## config.mk

```make
export PLATFORM = sky130hd
export DESIGN_NAME = periph_bus_arbiter
export DESIGN_NICKNAME = d
export VERILOG_FILES = /design/src/rtl/periph_bus_arbiter.sv
export SDC_FILE = /design/constraint.sdc
export NUM_CORES = 1
export LEC_CHECK = 0
export ABC_CLOCK_PERIOD_IN_PS = 2150
export CORE_AREA = 2 2 124 126
export CTS_CLUSTER_DIAMETER = 200
export DETAILED_ROUTE_END_ITERATION = 12
export DIE_AREA = 0 0 126 128
export GPL_ROUTABILITY_DRIVEN = 0
export GPL_TIMING_DRIVEN = 0
export HOLD_SLACK_MARGIN = 0.03
export PLACE_DENSITY = 0.6
export SLEW_MARGIN = 20
export SYNTH_ARGS = -nofsm -noshare
export SYNTH_HDL_FRONTEND = slang
export SYNTH_SLANG_ARGS = --single-unit
```

## constraint.sdc

```tcl
create_clock -name clk -period 2.15 [get_ports clk]
set_input_delay 0.43 -clock clk [delete_from_list [all_inputs] [get_ports clk]]
set_output_delay 0.43 -clock clk [all_outputs]
set_load 0.01 [all_outputs]
```

## src/rtl/periph_bus_arbiter.sv

```systemverilog
// periph_bus_arbiter: round-robin two-master to one-slave arbiter with in-order response routing
module periph_bus_arbiter #(
    parameter int MAX_OUTSTANDING = 2
) (
    input  logic        clk,
    input  logic        rst,
    input  logic        m0_req,
    input  logic        m0_we,
    input  logic [3:0]  m0_be,
    input  logic [31:0] m0_addr,
    input  logic [31:0] m0_wdata,
    output logic        m0_gnt,
    output logic        m0_rvalid,
    output logic [31:0] m0_rdata,
    output logic        m0_err,
    input  logic        m1_req,
    input  logic        m1_we,
    input  logic [3:0]  m1_be,
    input  logic [31:0] m1_addr,
    input  logic [31:0] m1_wdata,
    output logic        m1_gnt,
    output logic        m1_rvalid,
    output logic [31:0] m1_rdata,
    output logic        m1_err,
    output logic        s_req,
    output logic        s_we,
    output logic [3:0]  s_be,
    output logic [31:0] s_addr,
    output logic [31:0] s_wdata,
    input  logic        s_gnt,
    input  logic        s_rvalid,
    input  logic [31:0] s_rdata,
    input  logic        s_err
);
    localparam int PW = MAX_OUTSTANDING > 1 ? $clog2(MAX_OUTSTANDING) : 1;
    localparam int CW = $clog2(MAX_OUTSTANDING + 1);
    localparam logic [CW-1:0] CNT_MAX = CW'(MAX_OUTSTANDING);
    localparam logic [PW-1:0] PTR_LAST = PW'(MAX_OUTSTANDING - 1);
    localparam logic [1:0] IDLE = 2'd0, HOLD0 = 2'd1, HOLD1 = 2'd2;

    logic [1:0]                 state;
    logic                       last_winner;
    logic [MAX_OUTSTANDING-1:0] fifo;
    logic [PW-1:0]              wr_ptr, rd_ptr;
    logic [CW-1:0]              count;
    logic                       sel, push, pop, head;

    always_comb begin
        sel = state == HOLD1 ? 1'b1 :
              state == HOLD0 ? 1'b0 :
              (m0_req & m1_req) ? ~last_winner : m1_req;
        // a held selection is re-presented regardless of the outstanding count
        s_req = !rst && (state != IDLE || (count < CNT_MAX && (m0_req || m1_req)));
        s_we = s_req & (sel ? m1_we : m0_we);
        s_be = s_req ? (sel ? m1_be : m0_be) : '0;
        s_addr = s_req ? (sel ? m1_addr : m0_addr) : '0;
        s_wdata = s_req ? (sel ? m1_wdata : m0_wdata) : '0;
        push = s_req & s_gnt;
        m0_gnt = push & ~sel;
        m1_gnt = push & sel;
        pop = !rst && s_rvalid && count != '0;
        head = fifo[rd_ptr];
        m0_rvalid = pop & ~head;
        m1_rvalid = pop & head;
        m0_rdata = m0_rvalid ? s_rdata : '0;
        m1_rdata = m1_rvalid ? s_rdata : '0;
        m0_err = m0_rvalid & s_err;
        m1_err = m1_rvalid & s_err;
    end

    always_ff @(posedge clk) begin
        if (rst) begin
            state <= IDLE;
            last_winner <= 1'b1;
            wr_ptr <= '0;
            rd_ptr <= '0;
            count <= '0;
        end else begin
            state <= (s_req & ~s_gnt) ? (sel ? HOLD1 : HOLD0) : IDLE;
            if (push) begin
                fifo[wr_ptr] <= sel;
                wr_ptr <= wr_ptr == PTR_LAST ? '0 : wr_ptr + 1'b1;
                last_winner <= sel;
            end
            if (pop)
                rd_ptr <= rd_ptr == PTR_LAST ? '0 : rd_ptr + 1'b1;
            count <= count + CW'(push) - CW'(pop);
        end
    end
endmodule

```

# ---- Word level (Yosys, flattened, before mapping)
# Index checks and enable logic that the tools add are counted.
dict set report totals {
  register_bits 9
  in_bits 177
  out_inout_bits 140
  word_cells 64
}
dict set report classes {
  addsub 4
  magnitude_cmp 4
  n_eq_ne 2
  n_mux 20
  n_bitwise 16
  reduce_logical 12
}
# cell count
set op_table {}
lappend op_table {{$mux 32} 6}
lappend op_table {{$and 1x1->1} 10}
lappend op_table {{$mux 1} 9}
lappend op_table {{$mux 4} 2}
lappend op_table {{$not 1->1} 6}
lappend op_table {{$logic_and 1x1->1} 5}
lappend op_table {{$lt 1x2->1 const B} 2}
lappend op_table {{$reduce_bool 2->1} 2}
lappend op_table {{$add 1x1->1 const B} 2}
lappend op_table {{$add 2x1->2} 1}
lappend op_table {{$bwmux 2} 1}
lappend op_table {{$eq 2x1->1 const B} 1}
lappend op_table {{$eq 2x2->1 const B} 1}
lappend op_table {{$logic_or 1x1->1} 2}
lappend op_table {{$lt 2x2->1 const B} 1}
lappend op_table {{$mux 2} 1}
lappend op_table {{$reduce_and 2->1} 1}
lappend op_table {{$reduce_or 2->1} 1}
lappend op_table {{$sub 2x1->2} 1}
lappend op_table {{$demux 1 s1} 1}
lappend op_table {{$ge 1x1->1 const B} 1}
lappend op_table {{$logic_not 1->1} 1}

# ---- Depth between registers and ports, before layout
# Gate-level depths: netlist of the first run.
dict set report logic_depth {
  word_depth 7
  mapped_depth 9
  mapped_depth_nobuf 8
}

# ---- Least setup slack after synthesis of the first run
# Ideal clock, no wire load.
dict set report synth_path {
  path_type {in2reg}
  startpoint {input port m1_req}
  endpoint {register count[1]}
  setup_time_ps 120
  arrival_ps 1759
  required_ps 2030
  path_slack_ps 271
  path_stages 9
  n_path_buf 1
  path_cell_list {o21ba_1 -> buf_4 -> o211ai_2 -> ha_1 -> inv_1 -> ha_1 -> xor2_1 -> and2_1 -> nor3_1}
}
dict set report synth_via {
  elab_chain_len 7
}
# item line_no
set synth_rtl {}
lappend synth_rtl {{from (decl)} 16} ;# input logic m1_req,
lappend synth_rtl {{$logic_or 1x1->1} 53} ;# s_req = !rst && (state != IDLE || (count < CNT_MAX && (m0_req || m1_req)));
lappend synth_rtl {{$logic_and 1x1->1} 53}
lappend synth_rtl {{$logic_or 1x1->1} 53}
lappend synth_rtl {{$logic_and 1x1->1} 53}
lappend synth_rtl {{$and 1x1->1} 58} ;# push = s_req & s_gnt;
lappend synth_rtl {{$add 2x1->2} 87} ;# count <= count + CW'(push) - CW'(pop);
lappend synth_rtl {{$sub 2x1->2} 87}
lappend synth_rtl {{to (signal assigned)} 87}
lappend synth_rtl {{to (decl)} 45} ;# logic [CW-1:0] count;
# Every way passes these cells.
# A chain may end at the register's enable or synchronous reset.

# ---- Final worst setup path of the first run
dict set report layout_path {
  startpoint {input port m1_req}
  endpoint {output port s_wdata[16]}
}
dict set report layout_via {
  elab_chain_len 6
  elab_cells_between_ends 10
  classes_between {mux (5); bitwise (1); reduce/logical (4)}
}
# item line_no
set layout_rtl {}
lappend layout_rtl {{$and 1x1->1} 51} ;# (m0_req & m1_req) ? ~last_winner : m1_req;
lappend layout_rtl {{$mux 1} 51}
lappend layout_rtl {{$mux 1} 50} ;# state == HOLD0 ? 1'b0 :
lappend layout_rtl {{$mux 1} 49} ;# sel = state == HOLD1 ? 1'b1 :
lappend layout_rtl {{$mux 32} 57} ;# s_wdata = s_req ? (sel ? m1_wdata : m0_wdata) : '0;
lappend layout_rtl {{$mux 32 (*)} 57}
lappend layout_rtl {{to (decl)} 29} ;# output logic [31:0] s_wdata,
# Mark *: on every way between the ends. The rest lies on a longest branch, timed or not.

==> results of run 1 <==
## logic make-up (layout without fill, tap and decap cells)
group,count (synthesis),after routing,share of synthesized area
and+or+nand+nor,84,84,0.174
buffers and inverters,73,430,0.129
muxes,72,72,0.244
adders and majority gates,3,3,0.0123
xor gates and xnor gates,2,2,0.00593
AOI/OAI and AO/OA,144,144,0.367
DFF,9,9,0.0677
## cell type report
type / instances / area [µm²]
fill: 1482 / 7860
timing repair buffer: 358 / 3280
multi-input combinational: 305 / 2500
buffer: 64 / 677
tap: 188 / 235
sequential: 9 / 213
clock buffer: 4 / 78.8
inverter: 4 / 17.5
## worst max-delay path by stage
| stage | slack (ns) | cells past startpoint | end | startpoint |
|---|---|---|---|---|
| 2_1_floorplan | 0.27 | 9 | count[1] | m1_req |
| 6_report | -0.05 | 8 | s_wdata[16] | m1_req |
| 3_5_place_dp | -0.92 | 8 | s_addr[0] | m1_req |
| 3_3_place_gp | -0.90 | 6 | s_addr[0] | m1_req |
| 4_1_cts | -0.11 | 8 | s_addr[30] | m1_req |
| 5_1_grt | -0.08 | 7 | s_wdata[29] | last_winner |
## Yosys cell counts, types with 2 or more instances
master / n
and3_1: 67
buf_2: 33
buf_4: 4
buf_6: 6
clkbuf_1: 23
clkbuf_2: 3
dfxtp_1: 7
edfxtp_1: 2
ha_1: 2
inv_1: 3
mux2i_1: 71
nor2_1: 5
nor2b_1: 2
nor3_1: 3
o211ai_1: 138
o21ai_1: 2
xor2_1: 2
## sequential cells by signal, summed over array words and instances (netlist names)
register     flops
state            2
count            2
rd_ptr           1
fifo             2
last_winner      1
wr_ptr           1
## layer usage
metal	vias up	track usage	wire length [µm]
met1	2264	0.214	6520
met4	0	0.0465	317
li1	2257	-	-
met3	25	0.0472	1430
met5	-	0	0
met2	247	0.439	10400
## per-stage QoR
stage / std cells / setup TNS (ns) / total power (W)
floorplan: 387 / 0 / 0.00102
global placement: 890 / -98.76 / 0.00192
detailed placement: 890 / -100.17 / 0.00193
CTS: 928 / -2.79 / 0.00261
global route: 932 / -2.17 / 0.00282
finish: 932 / -0.471 / 0.00267
## power groups by stage
stage                     Sequential, W  Combinational [W]  Clock [W]
after global placement         0.000209            0.00171          0
after CTS                      0.000217            0.00206   0.000334
after global routing           0.000222            0.00225   0.000343
after floorplan                0.000207           0.000812          0
after detailed placement       0.000211            0.00172          0
final                          0.000220            0.00212   0.000332
## repair_timing
item	in CTS	in global routing
pin swaps	13	15
setup endpoints to repair	141	102
hold buffers	0	0
resized for setup	545	88
setup buffers	25	7
cloned	10	6
==> metrics.txt, run 1 <==
status complete, but fails checks; failing checks negative setup slack; r2r startpoint count[1]; minimum clock period between 2 and 2.5 ns; pin count of the biggest net entering global routing 11; most used cell, CP buf_12; Worst setup EP type output port; kind of critical path in -> out; Synth area leaders o211ai_1, mux2i_1, and3_1; Fmax 454 MHz; power density over cell area ~380 nW/µm²; post-synthesis cell type count 31; CTS H-tree lvls 1; Ports 317; Detailed Routing Iterations Pass 1 4; Hold Path Class reg -> reg; crit-path max cell delay around 0.36 ns; grt total ovfl 0; Clk pwr share 0.124; Antenna diodes 0; Seq cells post-synth 9; hold_ws between 0.5 and 0.6 ns; clk_lat worst skew around 0.24 ns; clk_skew 0.00247 ns; Async SR Flop Fraction 0; # setup viols final 20; hold path startpoint wr_ptr; WL final 18700 µm; vias in the first global route about 5000; wire per inst ~20 µm; Switching Share 0.393; Root Driver clkbuf_16; logic gate share of total power 0.793; nets 924; Startpoint Class input pin; vias post-DR approximately 4800; die area 16100 µm²; drt initial violations 147; first-pass GRT wire length approximately 28000 µm; cell taking the most area after synthesis o211ai_1; clk slew on worst S/H paths roughly 0.04 ns; CTS buffer count 3; initial antenna violation count 0; WP buf/inv 5; post-route cell area 7010 µm²; setup slack after layout -0.0514 ns; Worst Hold Depth 1; Final Util 0.471; most frequent cells in the layout clkdlybuf4s50_1, o211ai_1, buf_2, and3_1, mux2i_1; Syn Inst Count 387; DP HPWL ~14000 µm; flop-to-flop setup slack 0.18 ns; crit path max fanout 7; Initial Util 0.199; DRC 0; antenna viol nets, final 0; Max Cap Viol 0; Synthesized Nets ~570; syn_area_per_cell 7.64 µm²; Core Region roughly 15000 µm²; max-slew violation count 0; Synth Flop Type dfxtp_1; Sink Count 9; commonest non-fill, non-tap cell in the layout clkdlybuf4s50_1; Seq/Total Area, Yosys 0.0677; Cell Rows 45; Sw Pwr 0.00105 W; Rel. slew slack 0.707; worst-path cell chain buf_6 > a21boi_4 > maj3_2 > buf_12 > buf_12 > buf_12 > mux2i_1 > buf_2; Leakage Power 3.28 nW; cells on worst reg2reg path 9; Worst path slowest cell maj3_2; synth warn 0; RSZ-0062 raised after global routing yes; dpl ws -0.916 ns; share of layout cells above drive strength 1 0.315; Post-synth EDFFs 2; count of final hold-check violations 0; clock buffer depth 2; cell family with most CP delay buffers and inverters; Worst Tran Pin Value between 0.4 and 0.5 ns; Pint 0.00162 W; GRT Overall Usage 0.213; Die Wd ~130 µm; required time worst endpoint about 1.7 ns; crit share post-route 1.02; Buffers on Ports roughly 320; peak supply drop approximately 340 µV; end of the worst register-to-register path count[1]; Worst Path Arrival 1.77 ns; area delta synth->final 137%; TritonCTS clock tree yes; Die Y-Extent ~130 µm; synthesized cell area about 3000 µm²; vias per inst around 5.1; Hold Path End wr_ptr; Placed Area 6340 µm²; Synth top area share 0.351; Seq pwr share 0.082
No activity file was read; power rests on OpenSTA's default activity.
==> run 2: changes to the inputs <==
--- a/config.mk
+++ b/config.mk
@@ -11,7 +11,6 @@
 export DETAILED_ROUTE_END_ITERATION = 12
 export DIE_AREA = 0 0 126 128
 export GPL_ROUTABILITY_DRIVEN = 0
-export GPL_TIMING_DRIVEN = 0
 export HOLD_SLACK_MARGIN = 0.03
 export PLACE_DENSITY = 0.6
 export SLEW_MARGIN = 20
==> metrics.txt, run 2 (same netlist as run 1, synthesis figures left out) <==
wire per inst 18.9 µm (was 20.0 µm); dpl ws -0.781 ns (was -0.916 ns); r2r startpoint state[0] (was count[1]); antenna viol nets, final 0 (unchanged); Worst setup EP type output port (unchanged); Hold Path Class reg -> reg (unchanged); hold_ws 0.486 ns (was 0.509 ns); DRC 0 (unchanged); drt initial violations 128 (was 147); Placed Area 6730 µm² (was 6340 µm²); GRT Overall Usage 0.196 (was 0.213); Worst Path Arrival 1.74 ns (was 1.77 ns); WL final 17400 µm (was 18700 µm); setup slack after layout -0.0230 ns (was -0.0514 ns); status complete, but fails checks (unchanged); required time worst endpoint 1.72 ns (about the same); CTS buffer count 3 (unchanged); area delta synth->final 135% (was 137%); # setup viols final 5 (was 20); crit path from m1_req (unchanged); share of layout cells above drive strength 1 0.351 (was 0.315); most frequent cells in the layout clkdlybuf4s50_1, o211ai_1, buf_2, mux2i_1, and3_1 (was clkdlybuf4s50_1, o211ai_1, buf_2, and3_1, mux2i_1); Die Y-Extent 128 µm (unchanged); Detailed Routing Iterations Pass 1 4 (unchanged); Root Driver clkbuf_16 (unchanged); TritonCTS clock tree yes (unchanged); Worst Tran Pin Value 0.266 ns (was 0.440 ns); crit share post-route 1.01 (was 1.02); layout filler cell count 1463 (was 1482); Fmax 460 MHz (was 454 MHz); crit path max fanout 7 (unchanged); initial antenna violation count 0 (unchanged); nets 913 (was 924); Startpoint Class input pin (unchanged); die area 16100 µm² (unchanged); Rel. slew slack 0.822 (was 0.707); pin count of the biggest net entering global routing 35 (was 11); first-pass GRT wire length 25300 µm (was 27500 µm); Leakage Power 3.18 nW (was 3.28 nW); vias in the first global route 4749 (was 5083); Sink Count 9 (unchanged); Cell Rows 45 (unchanged); max-slew violation count 0 (unchanged); clock buffer depth 2 (unchanged); Buffers on Ports 316 (was 315); peak supply drop 210 µV (was 338 µV); Core Region 14900 µm² (unchanged); Ports 317 (unchanged); clk slew on worst S/H paths 0.04 ns (about the same); Top Registers count x2, fifo x2, state x2 (unchanged); Antenna diodes 0 (unchanged); Max Cap Viol 0 (unchanged); kind of critical path in -> out (unchanged); cts hold-fix bufs 0 (unchanged); hold path startpoint wr_ptr (unchanged); clk_lat worst skew 0.24 ns (about the same); CTS H-tree lvls 1 (unchanged); clk_skew 0.000873 ns (was 0.00247 ns); post-route cell area 6930 µm² (was 7010 µm²); Final Power 0.00260 W (was 0.00267 W); Die Wd 126 µm (unchanged); grt total ovfl 0 (unchanged); minimum clock period 2.17 ns (was 2.20 ns); vias per inst 5.13 (was 5.14); count of final hold-check violations 0 (unchanged); RSZ-0062 raised after global routing yes (unchanged); commonest non-fill, non-tap cell in the layout clkdlybuf4s50_1 (unchanged); vias post-DR 4722 (was 4793); power density over cell area 375 nW/µm² (was 381 nW/µm²); DP HPWL 11700 µm (was 13900 µm); Initial Util 0.199 (unchanged); failing checks negative setup slack (unchanged)
-- run 2: cell count changes in the layout (fill, tap and decap cells not counted), sizes merged --
cell           before  now
clkbuf             47    9
mux2                1    2
bufbuf              0    2
dlygate4sd2        41    5
inv                 4    3
clkinv              0    1
clkdlybuf4s15       4   15
buf               162  211
-- run 2: worst paths after layout --
| path | to | cells past startpoint | slack, ns |
|---|---|---|---|
| max | s_wdata[7] | 9 | -0.02 |
| min | wr_ptr | 1 | 0.49 |
| max reg2reg | count[1] | 10 | 0.08 |
| min reg2reg | wr_ptr | 1 | 0.49 |
-- run 2: through the flow --
stage | setup TNS, ns | instances | utilization
after floorplan | 0 | 387 | -
after CTS | -0.110 | 915 | 0.460
after detailed placement | -84.68 | 881 | 0.452
after global placement | -83.69 | 881 | 0.452
final | -0.0467 | 921 | 0.466
after global routing | -1.11 | 921 | 0.466
-- run 2: layout make-up --
type,count,area [µm²],share of cell area
clock buffers,4,78.8,0.0114
inverters,4,16.3,0.00235
multi-input cells,306,2460,0.355
flip-flops and latches,9,205,0.0296
well taps,188,235,0.0339
repair buffers,410,3940,0.568
-- run 2: layer usage --
metal,wire [µm],up-vias,GRT usage
met5,0,-,0
met4,303,0,0.0524
met3,1350,20,0.0447
met2,9200,222,0.390
met1,6580,2236,0.204
li1,-,2244,-
-- run 2: what timing repair did --
action / CTS / global route
pin swaps: 6 / 6
buffers inserted: 20 / 7
resized for setup: 578 / 17
endpoints found under the setup margin: 142 / 87
cloned: 12 / 5
-- run 2: power breakdown --
| group | switching, W | internal (W) | total (W) |
|---|---|---|---|
| logic | 0.000894 | 0.00115 | 0.00205 |
| registers | 0.0000207 | 0.000196 | 0.000217 |
| clock network | 0.0000913 | 0.000249 | 0.000340 |
-- run 2: worst max-delay path, cell delays in order --
cell	delay, ns
buf_6	0.10
buf_6	0.10
o21ba_4	0.24
buf_12	0.16
buf_4	0.14
buf_4	0.13
o211ai_1	0.18
mux2i_1	0.11
buf_2	0.15
==> run 3: changes to the inputs <==
--- a/config.mk
+++ b/config.mk
@@ -12,7 +12,7 @@
 export DIE_AREA = 0 0 126 128
 export GPL_ROUTABILITY_DRIVEN = 0
 export HOLD_SLACK_MARGIN = 0.03
-export PLACE_DENSITY = 0.6
+export PLACE_DENSITY_LB_ADDON = 0.3
 export SLEW_MARGIN = 20
 export SYNTH_ARGS = -nofsm -noshare
 export SYNTH_HDL_FRONTEND = slang
==> metrics.txt, run 3 (same netlist as run 1, synthesis figures left out) <==
Placed Instances 878 (was 881); layout filler cell count 1445 (was 1463); Final Power 0.00260 W (about the same); GRT Overall Usage 0.182 (was 0.196); DP HPWL 11600 µm (was 11700 µm); Post-Layout Cell Count 927 (was 921); TritonCTS clock tree yes (unchanged); Rel. slew slack 0.797 (was 0.822); Die Wd 126 µm (unchanged); vias in the first global route 4731 (was 4749); pin count of the biggest net entering global routing 35 (unchanged); Top Registers count x2, fifo x2, state x2 (unchanged); crit-path max cell delay 0.37 ns (was 0.24 ns); Leakage Power 3.22 nW (was 3.18 nW); clock buffer depth 2 (unchanged); first-pass GRT wire length 23900 µm (was 25300 µm); status complete, but fails checks (unchanged); die area 16100 µm² (unchanged); crit share post-route 1.02 (was 1.01); most used cell, CP buf_12; CTS H-tree lvls 1 (unchanged); Antenna diodes 0 (unchanged); initial antenna violation count 0 (unchanged); Startpoint Class input pin (unchanged); Worst path slowest cell maj3_4 (was o21ba_4); worst-path cell chain buf_6 > a21boi_4 > maj3_4 > buf_8 > buf_12 > buf_12 > mux2i_2 > buf_2 (was buf_6 > buf_6 > o21ba_4 > buf_12 > buf_4 > buf_4 > o211ai_1 > mux2i_1 > buf_2); crit path max fanout 8 (was 7); end of the worst register-to-register path count[1] (unchanged); Critical Path End s_addr[24] (was s_wdata[7]); # setup viols final 25 (was 5); Fmax 455 MHz (was 460 MHz); clk_lat worst skew 0.24 ns (about the same); area delta synth->final 134% (was 135%); DRC 0 (unchanged); Hold Path Class in -> reg (was reg -> reg); r2r startpoint state[0] (unchanged); count of final hold-check violations 0 (unchanged); vias per inst 5.09 (was 5.13); grt total ovfl 0 (unchanged); power density over cell area 375 nW/µm² (about the same); dpl ws -0.869 ns (was -0.781 ns); WL final 16700 µm (was 17400 µm); Root Driver clkbuf_16 (unchanged); kind of critical path in -> out (unchanged); Die Y-Extent 128 µm (unchanged); failing checks negative setup slack (unchanged); vias post-DR 4717 (was 4722); antenna viol nets, final 0 (unchanged); peak supply drop 182 µV (was 210 µV); RSZ-0062 raised after global routing yes (unchanged); Worst Path Arrival 1.77 ns (was 1.74 ns); Detailed Routing Iterations Pass 1 4 (unchanged); flop-to-flop setup slack 0.13 ns (was 0.08 ns); required time worst endpoint 1.72 ns (about the same); Max Cap Viol 0 (unchanged); Initial Util 0.199 (unchanged); nets 919 (was 913); crit path from m1_req (unchanged); most frequent cells in the layout clkdlybuf4s50_1, o211ai_1, buf_2, mux2i_1, and3_1 (unchanged); Final Util 0.465 (was 0.466); Worst Tran Pin Value 0.305 ns (was 0.266 ns); CTS buffer count 3 (unchanged); register area 206 µm² (was 205 µm²); clk_skew 0.00219 ns (was 0.000873 ns); Post-Route Setup TNS -0.383 ns (was -0.0467 ns); Core Region 14900 µm² (unchanged); wire per inst 18.1 µm (was 18.9 µm); Buffers on Ports 316 (unchanged); Ports 317 (unchanged); Sink Count 9 (unchanged); commonest non-fill, non-tap cell in the layout clkdlybuf4s50_1 (unchanged); drt initial violations 123 (was 128); Cell Rows 45 (unchanged); cells on worst reg2reg path 10 (unchanged); clk slew on worst S/H paths 0.04 ns (about the same); Worst setup EP type output port (unchanged); Multi-input gate area 2500 µm² (was 2460 µm²); share of layout cells above drive strength 1 0.334 (was 0.351); minimum clock period 2.20 ns (was 2.17 ns); setup slack after layout -0.0491 ns (was -0.0230 ns); max-slew violation count 0 (unchanged)
-- run 3: how the worst min path moves through the flow --
| stage | start | to | slack, ns | cells after the start |
|---|---|---|---|---|
| finish | rst | rd_ptr | 0.41 | 2 |
| global route | rst | rd_ptr | 0.43 | 2 |
| CTS | wr_ptr | wr_ptr | 0.50 | 2 |
| detailed placement | wr_ptr | wr_ptr | 0.50 | 1 |
| global placement | wr_ptr | wr_ptr | 0.46 | 1 |
| floorplan | wr_ptr | wr_ptr | 0.45 | 1 |
-- run 3: critical path, delay by kind of cell --
family / cells / cell delay [ns]
buffers and inverters: 5 / 0.67
adder cells (fa/ha/maj): 1 / 0.37
multiplexers: 1 / 0.17
AO/OA/AOI/OAI: 1 / 0.13
-- run 3: stage by stage --
step                hold WS, ns  instance area [µm²]
finish                    0.411                 6920
global route              0.426                 6920
CTS                       0.503                 6860
detailed placement        0.495                 6590
global placement          0.462                 6590
floorplan                 0.446                 2960
-- run 3: layout make-up --
class / instances / share of cell area
multi-input combinational: 308 / 0.361
tap: 188 / 0.0340
inverter: 4 / 0.00235
sequential: 9 / 0.0299
timing repair buffer: 414 / 0.561
clock buffer: 4 / 0.0114
-- run 3: power breakdown --
| group | internal, W | switching [W] | total (W) |
|---|---|---|---|
| Combinational | 0.00116 | 0.000894 | 0.00205 |
| Clock | 0.000248 | 0.0000823 | 0.000330 |
| Sequential | 0.000195 | 0.0000194 | 0.000215 |
-- run 3: per-layer routing --
layer	up-vias	track usage	share of wire
met5	-	0	0
met4	0	0.0556	0.023
met3	24	0.0509	0.082
met2	220	0.364	0.53
met1	2212	0.179	0.37
li1	2261	-	-
-- run 3: repair_timing --
item,in CTS,in global routing
gates resized for setup,492,56
buffers inserted,20,6
endpoints found under the setup margin,142,121
hold buffers,0,0
cloned,12,8
pin swaps,15,27
